`src/rtl/fetch_pkg.sv`:
```
// Shared types and constants for the instruction fetch controller.
// Exports the fetch FSM state encoding and the default halt word.
package fetch_pkg;

    typedef enum logic [1:0] {
        IDLE   = 2'd0,
        RUN    = 2'd1,
        HALTED = 2'd2
    } fetch_state_t;

    localparam int          DEFAULT_INSTRUCTION_WIDTH = 32;
    localparam logic [31:0] DEFAULT_HALT_INSTRUCTION  = 32'hFFFF_FFFF;

endpackage

```
`src/rtl/fetch_decode_register.sv`:
```
// IF/ID pipeline register with load, hold and flush controls.
// Ports: clk, i_reset (sync, active-high), i_load, i_hold, i_flush,
//        i_instruction/i_pc (data in), o_valid/o_instruction/o_pc (data out).
module fetch_decode_register #(
    parameter int PC_WIDTH          = 32,
    parameter int INSTRUCTION_WIDTH = 32
) (
    input  logic                         clk,
    input  logic                         i_reset,
    input  logic                         i_load,
    input  logic                         i_hold,
    input  logic                         i_flush,
    input  logic [INSTRUCTION_WIDTH-1:0] i_instruction,
    input  logic [PC_WIDTH-1:0]          i_pc,
    output logic                         o_valid,
    output logic [INSTRUCTION_WIDTH-1:0] o_instruction,
    output logic [PC_WIDTH-1:0]          o_pc
);

    logic                         r_valid;
    logic [INSTRUCTION_WIDTH-1:0] r_instruction;
    logic [PC_WIDTH-1:0]          r_pc;

    // Flush only clears valid; the payload is kept so a bubble still
    // shows the last fetched word and its PC.
    always_ff @(posedge clk) begin
        if (i_reset) begin
            r_valid       <= 1'b0;
            r_instruction <= '0;
            r_pc          <= '0;
        end else if (i_flush) begin
            r_valid <= 1'b0;
        end else if (!i_hold && i_load) begin
            r_valid       <= 1'b1;
            r_instruction <= i_instruction;
            r_pc          <= i_pc;
        end
    end

    assign o_valid       = r_valid;
    assign o_instruction = r_instruction;
    assign o_pc          = r_pc;

endmodule

```
`src/rtl/fetch_controller.sv`:
```
// Fetch controller: owns the PC, drives the instruction memory address,
// and fills the IF/ID register. Handles stall, redirect, halt and faults.
// Ports: clk, reset, start, stall, redirect_valid/redirect_pc in;
//        imem_pc out, imem_instruction in; if_valid/if_instruction/if_pc,
//        halted, fault out.
module fetch_controller
    import fetch_pkg::*;
#(
    parameter int                           PC_WIDTH          = 32,
    parameter int                           INSTRUCTION_WIDTH = 32,
    parameter int                           MEMORY_SIZE       = 1024,
    parameter logic [PC_WIDTH-1:0]          RESET_PC          = '0,
    parameter logic [INSTRUCTION_WIDTH-1:0] HALT_INSTRUCTION  = '1
) (
    input  logic                         clk,
    input  logic                         reset,
    input  logic                         start,
    input  logic                         stall,
    input  logic                         redirect_valid,
    input  logic [PC_WIDTH-1:0]          redirect_pc,
    output logic [PC_WIDTH-1:0]          imem_pc,
    input  logic [INSTRUCTION_WIDTH-1:0] imem_instruction,
    output logic                         if_valid,
    output logic [INSTRUCTION_WIDTH-1:0] if_instruction,
    output logic [PC_WIDTH-1:0]          if_pc,
    output logic                         halted,
    output logic                         fault
);

    // One extra bit so MEMORY_SIZE == 2**PC_WIDTH still compares correctly.
    localparam logic [PC_WIDTH:0] MEM_LIMIT = (PC_WIDTH+1)'(MEMORY_SIZE);

    fetch_state_t        r_state;
    fetch_state_t        w_next_state;
    logic [PC_WIDTH-1:0] r_pc;
    logic [PC_WIDTH-1:0] w_next_pc;
    logic                r_fault;
    logic                w_next_fault;
    logic                w_load;
    logic                w_flush;
    logic                w_hold;
    logic                w_pc_in_range;
    logic                w_is_halt;

    assign w_pc_in_range = ({1'b0, r_pc} < MEM_LIMIT);
    assign w_is_halt     = (imem_instruction == HALT_INSTRUCTION);
    assign w_hold        = stall && !redirect_valid;

    always_ff @(posedge clk) begin
        if (reset) begin
            r_state <= IDLE;
            r_pc    <= RESET_PC;
            r_fault <= 1'b0;
        end else begin
            r_state <= w_next_state;
            r_pc    <= w_next_pc;
            r_fault <= w_next_fault;
        end
    end

    always_comb begin
        w_next_state = r_state;
        w_next_pc    = r_pc;
        w_next_fault = r_fault;
        w_load       = 1'b0;
        w_flush      = 1'b0;
        if (redirect_valid) begin
            // Redirect beats stall and discards whatever is being fetched,
            // including a halt word, so no HALTED transition happens here.
            w_next_pc    = redirect_pc;
            w_next_state = RUN;
            w_flush      = 1'b1;
        end else if (!stall) begin
            unique case (r_state)
                IDLE: begin
                    w_flush = 1'b1;
                    if (start) begin
                        w_next_state = RUN;
                    end
                end
                RUN: begin
                    if (!w_pc_in_range) begin
                        w_flush      = 1'b1;
                        w_next_fault = 1'b1;
                        w_next_state = HALTED;
                    end else begin
                        w_load = 1'b1;
                        if (w_is_halt) begin
                            // PC parks on the halt word.
                            w_next_state = HALTED;
                        end else begin
                            w_next_pc = r_pc + PC_WIDTH'(1);
                        end
                    end
                end
                HALTED: begin
                    w_flush = 1'b1;
                end
                default: begin
                    w_flush      = 1'b1;
                    w_next_state = IDLE;
                end
            endcase
        end
    end

    fetch_decode_register #(
        .PC_WIDTH          (PC_WIDTH),
        .INSTRUCTION_WIDTH (INSTRUCTION_WIDTH)
    ) u_if_id (
        .clk           (clk),
        .i_reset       (reset),
        .i_load        (w_load),
        .i_hold        (w_hold),
        .i_flush       (w_flush),
        .i_instruction (imem_instruction),
        .i_pc          (r_pc),
        .o_valid       (if_valid),
        .o_instruction (if_instruction),
        .o_pc          (if_pc)
    );

    assign imem_pc = r_pc;
    assign halted  = (r_state == HALTED);
    assign fault   = r_fault;

endmodule
```
`config.mk`:
```
export PLATFORM = sky130hd
export DESIGN_NAME = fetch_controller
export DESIGN_NICKNAME = d
export VERILOG_FILES = /design/src/rtl/fetch_pkg.sv /design/src/rtl/fetch_decode_register.sv /design/src/rtl/fetch_controller.sv
export SDC_FILE = /design/constraint.sdc
export NUM_CORES = 1
export LEC_CHECK = 0
export ABC_AREA = 1
export CAP_MARGIN = 20
export CORE_MARGIN = 3
export CORE_UTILIZATION = 40
export DETAILED_ROUTE_END_ITERATION = 10
export GPL_ROUTABILITY_DRIVEN = 0
export PLACE_DENSITY = 0.78
export SYNTH_ARGS = -nofsm -noshare
export SYNTH_HDL_FRONTEND = slang
export SYNTH_SLANG_ARGS = --single-unit
```
`constraint.sdc`:
```
create_clock -name clk -period 1.5 [get_ports clk]
set_input_delay 0.3 -clock clk [delete_from_list [all_inputs] [get_ports clk]]
set_output_delay 0.3 -clock clk [all_outputs]
set_load 0.005 [all_outputs]
```
==> Implementation_results.wiki, run 1 <==
{| class="wikitable"
! Metric !! Value
|-
| Number of vias after detailed routing || 5,212
|-
| Transition time at the pin with the least slew margin || 312 ps
|-
| Register clock-pin slew on the reported worst setup and hold paths || 100 ps
|-
| Async set-reset flop share out of synthesis || 0
|-
| Synth Warn # || 0
|-
| Start-to-end type of the worst setup path || reg2reg
|-
| Die X-Extent || 111 um
|-
| Clock Root Buffer || clkbuf_8
|-
| Fraction of post-synthesis cell area in the top cell type by area || 0.455
|-
| Hold slack final || 316 ps
|-
| Proportion of layout cells with a drive suffix above 1 || 0.307
|-
| PortBufs || 167
|-
| Maximum resistive drop on vdd || 593 uV
|-
| Buffers from clock root to sink, at most || 2
|-
| Unrepaired setup endpoints after global routing || yes
|-
| Residual antenna-violating net count after detailed routing || 0
|-
| Number of nets at the end of the flow || 950
|-
| Placement Rows || 37
|-
| Share of synthesized area occupied by flip-flops and latches || 0.455
|-
| H-tree depth || 3
|-
| Cell taking the most area after synthesis || dfxtp_1
|-
| CTS tree || built
|-
| Net count after synthesis || 709
|-
| Global-route wire length before repair || 25,000 um
|-
| Main flop type after synthesis || dfxtp_1
|-
| Area growth from synthesis to final layout || 68.1%
|-
| Average wire per standard cell || 16.2 um
|-
| Arrival time at the worst endpoint || 1900 ps
|-
| Final hold violation count || 0
|-
| Largest net degree at the start of global routing || 50
|-
| Summed instance area of the synthesized netlist || 4400 um2
|-
| Final-report max-slew violation count || 0
|-
| Count of state elements after synthesis || 100
|-
| Total power after layout || 5.53 mW
|-
| FMAX || 0.608 GHz
|-
| Total congestion overflow || 0
|-
| Cell count after synthesis || 639
|-
| Routed Wire Length || 16,500 um
|-
| Most common cell after layout, fill and taps aside || nor2_1
|-
| Average via count per standard cell || 5.10
|-
| Initial antenna violation count || 1
|-
| Number of synthesized flops with an enable pin || 0
|-
| Initial standard-cell utilization of the core || 0.419
|-
| Half-perimeter wire length after detailed placement || 11,100 um
|-
| Commonest non-fill, non-tap cells in the layout || 134 x nor2_1, 122 x dlygate4sd2_1, 95 x nand2_1
|-
| Minimum period implied by the final worst setup slack || 1640 ps
|-
| Top area cells in the synthesized netlist || dfxtp_1 46%, nor2_1 16%, nand2_1 10%
|-
| Violations in the final reports || setup timing
|-
| Rel. slew slack || 0.786
|-
| Tot GR Track Use || 0.242
|-
| Kind of end point of the critical path || flop
|-
| Run status || finished, violations left
|-
| Clock buffers created by TritonCTS || 9
|-
| Number of distinct library cells after synthesis || 32
|-
| Full die area || 12,300 um2
|-
| Die height || 111 um
|-
| Total I/O pin count || 168
|-
| Clk_lat worst skew || 360 ps
|-
| Post-Synthesis Mean Instance Area || 6.88 um2
|-
| Setup violation total in the final timing report || 67
|-
| First-pass iteration count of the detailed router || 7
|-
| Kind of start point of the critical path || flop
|-
| Initial DRC count || 327
|-
| Worst clock skew || 15.4 ps
|-
| Residual DRC || 0
|-
| Via count of the first global-routing pass || 5,042
|-
| Class of the worst hold path || in2reg
|-
| Final worst-path setup slack || -145 ps
|-
| Final period util || 1.10
|-
| Number of max-capacitance violations reported || 0
|-
| Floorplan Core Area || 10,500 um2
|-
| Req. time, crit path || 1760 ps
|-
| Power density over the cells || 748 nW/um2
|-
| Static Leakage || 3.88 nW
|-
| Maximum fanout along the worst path || 2
|-
| Number of sinks handled by clock tree synthesis || 100
|}
[cells in the mapped netlist, types with 2 or more instances]
cell type / number
nor3_1: 4
o21bai_1: 3
or2_2: 6
clkbuf_1: 11
o211ai_1: 3
buf_2: 6
buf_1: 2
o21ai_1: 2
a21oi_1: 15
nor3_2: 7
clkinv_1: 2
nand2_1: 121
dfxtp_1: 100
xor2_1: 2
nor2_1: 186
o21ai_0: 48
nand3_1: 45
inv_1: 48
nand2_2: 2
buf_6: 9
nand4_1: 6
[stage by stage]
step / instance area, um2 / std cells / setup TNS, ps / worst slack (ps) / util
6_report: 7400 / 1022 / -6070 / -145 / 0.704
5_1_grt: 7400 / 1022 / -14920 / -292 / 0.704
4_1_cts: 7030 / 1017 / -2580 / -74.4 / 0.669
3_5_place_dp: 6640 / 984 / -30720 / -509 / 0.632
3_3_place_gp: 6640 / 984 / -25530 / -445 / 0.632
2_1_floorplan: 4400 / 639 / 0 / 7.78 / -
[layer usage]
| layer | vias up | track usage | routed length (um) |
|---|---|---|---|
| li1 | 2495 | - | - |
| met1 | 2439 | 0.296 | 6680 |
| met2 | 247 | 0.415 | 8150 |
| met3 | 31 | 0.0622 | 1350 |
| met4 | 0 | 0.0780 | 353 |
| met5 | - | 0 | 0 |
[cell families after synthesis]
group	count (synthesis)	synth area share
xor+xnor	2	0.00398
compound gates	74	0.0887
simple gates	380	0.360
flops	100	0.455
fa+ha+maj	1	0.00284
mux	1	0.00228
buf+inv	81	0.0873
[registers in the layout, summed over array words and instances, names as in the netlist]
register               cells
u_if_id.o_valid            1
r_state                    2
imem_pc                   32
u_if_id.o_instruction     32
u_if_id.o_pc              32
fault                      1
[worst max-delay path, cell delays in order (launching register included)]
cell     delay, ps
dfxtp_2        340
buf_4          120
buf_4          100
nand2_1         50
nor2_2         120
nand2_1        130
buf_4          170
o21ai_0        140
nand3_1         90
o21ai_1        120
nand2_2         80
nand2_1         60
nor2_1          40
[layout make-up]
cell class	instances	area [um2]
fill	850	3110
multi-input combinational	459	2390
timing repair buffer	259	2370
sequential	100	2080
inverter	51	201
tap	136	170
clock buffer	11	141
clock inverter	5	45.0
antenna	1	2.50
[what timing repair did]
item,CTS,global route
cloned,2,3
hold buffers,0,0
setup endpoints to repair,169,102
buffers inserted,15,2
resized for setup,220,96
pin swaps,20,17
[path summary, 6_finish.rpt]
check                              end  slack, ps                  from  cells past startpoint
max                         imem_pc[9]       -140            imem_pc[1]                     12
min          u_if_id.o_instruction[25]        320  imem_instruction[25]                      3
max reg2reg                 imem_pc[9]       -140            imem_pc[1]                     12
min reg2reg           u_if_id.o_pc[20]        460      u_if_id.o_pc[20]                      2
[report_power, final]
part	internal, mW	switching, mW
Clock	0.676	1.00
Combinational	0.539	0.530
Sequential	2.73	0.0520
Note: power is estimated with default switching activity, not from simulation.
==> inputs of run 2 (changes only) <==
SETUP_SLACK_MARGIN = 0.5   (was unset)
==> run 2 against run 1 <==
Net effect:
- the flow still finishes with violations (setup timing)
- sequential share of layout area fell by 1.5 points
- register-to-register slack got worse by 40 ps
- total power up 4.1%
- non-clock buffer count increased by 23
- cell area up 8.8%
- die area did not move
==> Implementation_results.wiki, run 2 (synthesized netlist as in run 1, its figures left out) <==
{| class="wikitable"
! Metric !! Value
|-
| Antenna Diode Count || 0 (-1)
|-
| Tot GR Track Use || 0.250 (+0.00742)
|-
| Number of max-capacitance violations reported || 0 (unchanged)
|-
| Residual antenna-violating net count after detailed routing || 0 (unchanged)
|-
| Transition time at the pin with the least slew margin || 329 ps (+17.0 ps)
|-
| Setup violation total in the final timing report || 91 (+36%)
|-
| Final hold violation count || 0 (unchanged)
|-
| Maximum fanout along the worst path || 12 (+10)
|-
| Initial DRC count || 403 (+23%)
|-
| First-pass iteration count of the detailed router || 6 (-1)
|-
| Maximum resistive drop on vdd || 547 uV (-7.7%)
|-
| Rel. slew slack || 0.779 (-0.00729)
|-
| Clk_lat worst skew || 370 ps (about the same)
|-
| Total I/O pin count || 168 (unchanged)
|-
| Number of sinks handled by clock tree synthesis || 100 (unchanged)
|-
| Final worst-path setup slack || -183 ps (-37.9 ps)
|-
| Run status || finished, violations left
|-
| Layout Utilization || 0.766 (+0.0618)
|-
| Global-route wire length before repair || 25,400 um (+2.0%)
|-
| CTS tree || built
|-
| Pre-CTS WS || -497 ps (+12.1 ps)
|-
| Minimum period implied by the final worst setup slack || 1680 ps (+37.9 ps)
|-
| Total congestion overflow || 0 (unchanged)
|-
| Final-report max-slew violation count || 0 (unchanged)
|-
| Die height || 111 um (unchanged)
|-
| Initial standard-cell utilization of the core || 0.419 (unchanged)
|-
| Kind of cell with the highest combined delay on the critical path || simple AND/OR/NAND/NOR gates
|-
| Arrival time at the worst endpoint || 1980 ps (+80 ps)
|-
| Hold slack final || 383 ps (+67.1 ps)
|-
| H-tree depth || 3 (unchanged)
|-
| Unrepaired setup endpoints after global routing || yes
|-
| Average via count per standard cell || 5.19 (+1.7%)
|-
| PortBufs || 167 (unchanged)
|-
| Buffers from clock root to sink, at most || 2 (unchanged)
|-
| Violations in the final reports || setup timing
|-
| Most common cell after layout, fill and taps aside || nor2_1
|-
| Via count of the first global-routing pass || 5,271 (+4.5%)
|-
| Half-perimeter wire length after detailed placement || 11,100 um (+0.29%)
|-
| Class of the worst hold path || in2reg
|-
| Kind of end point of the critical path || flop
|-
| Number of nets at the end of the flow || 976 (+2.7%)
|-
| Start-to-end type of the worst setup path || reg2reg
|-
| Static Leakage || 3.76 nW (-3.0%)
|-
| Proportion of layout cells with a drive suffix above 1 || 0.492 (+0.184)
|-
| Floorplan Core Area || 10,500 um2 (unchanged)
|-
| Clock Root Buffer || clkbuf_8
|-
| Placement Rows || 37 (unchanged)
|-
| Kind of start point of the critical path || flop
|-
| Quantity of hold-fixing buffers added after cts || 0 (unchanged)
|-
| Routed Wire Length || 17,700 um (+6.8%)
|-
| Number of vias after detailed routing || 5,431 (+4.2%)
|-
| Register clock-pin slew on the reported worst setup and hold paths || 110 ps (about the same)
|-
| Cell with the biggest individual delay on the critical path || dfxtp_2
|-
| Delay of the slowest critical-path stage || 350 ps (about the same)
|-
| Series of cell instances along the critical path || nor2_1 -> nand3_1 -> nor2_2 -> nand2_2 -> nor2_4 -> nand2_4 -> clkinv_8 -> clkbuf_16 -> o21ai_1 -> nor2_1
|-
| Initial antenna violation count || 0 (-1)
|-
| Area growth from synthesis to final layout || 82.9%
|-
| Final period util || 1.12 (+0.0252)
|-
| Die X-Extent || 111 um (unchanged)
|-
| Worst clock skew || 13.4 ps (-1.94 ps)
|-
| Commonest non-fill, non-tap cells in the layout || 143 x nor2_1, 122 x buf_6, 108 x nand2_1
|-
| FMAX || 0.594 GHz (-2.3%)
|-
| Req. time, crit path || 1800 ps (+40 ps)
|-
| Critical path buffer and inverter count || 2 (-1)
|-
| Power density over the cells || 715 nW/um2 (-4.3%)
|-
| Full die area || 12,300 um2 (unchanged)
|-
| Largest net degree at the start of global routing || 34 (-32%)
|-
| Residual DRC || 0 (unchanged)
|-
| Clock buffers created by TritonCTS || 9 (unchanged)
|-
| Average wire per standard cell || 16.9 um (+4.3%)
|-
| Most used cell along the critical path || nor2_1
|}
## run 2: power by group
part	switching, mW	leakage, nW	internal, mW
logic	0.568	2.80	0.677
clock network	1.05	0.0985	0.661
registers	0.0687	0.859	2.73
## run 2: layout make-up
type / count / area [um2]
multi-input cells: 462 / 2500
well taps: 136 / 170
repair buffers: 282 / 2830
flip-flops and latches: 100 / 2140
inverters: 51 / 211
fillers: 705 / 2460
clock inverters: 7 / 75.1
clock buffers: 9 / 124
## run 2: per-layer routing
layer,GRT usage,part of all wire,up-vias
met3,0.0666,0.070,59
met4,0.0903,0.040,0
met1,0.285,0.38,2551
li1,-,-,2558
met2,0.446,0.51,263
met5,0,0,-
## run 2: final timing paths
path	startpoint	to	slack (ps)	cells past startpoint
worst max-delay path	imem_pc[27]	u_if_id.o_instruction[22]	-180	10
worst min-delay path	imem_instruction[6]	u_if_id.o_instruction[6]	380	3
worst max register to register	imem_pc[27]	u_if_id.o_instruction[22]	-180	10
worst min register to register	u_if_id.o_pc[23]	u_if_id.o_pc[23]	450	2
## run 2: tightest hold or removal path, stage by stage
cell	delay (ps)
dlygate4sd2_1	260
nor2_1	100
nor2_1	60
## run 2: what timing repair did
action | CTS | global route
gates resized for setup | 382 | 311
buffers inserted | 25 | 19
cloned | 4 | 3
pin swaps | 20 | 40
setup endpoints to repair | 199 | 199
## run 2: per-stage QoR
| step | power [mW] | setup TNS [ps] | area (um2) | cells |
|---|---|---|---|---|
| floorplan | 3.20 | 0 | 4520 | 639 |
| global placement | 3.74 | -27140 | 6710 | 980 |
| detailed placement | 3.76 | -29380 | 6710 | 980 |
| CTS | 5.62 | -2860 | 7440 | 1025 |
| global route | 5.98 | -16330 | 8050 | 1047 |
| finish | 5.76 | -7280 | 8050 | 1047 |
==> inputs of run 3 (changes only) <==
SLEW_MARGIN = 20   (was unset)
==> results of run 3 <==
No change in the layout: final DEF, timing and power equal those of run 2.
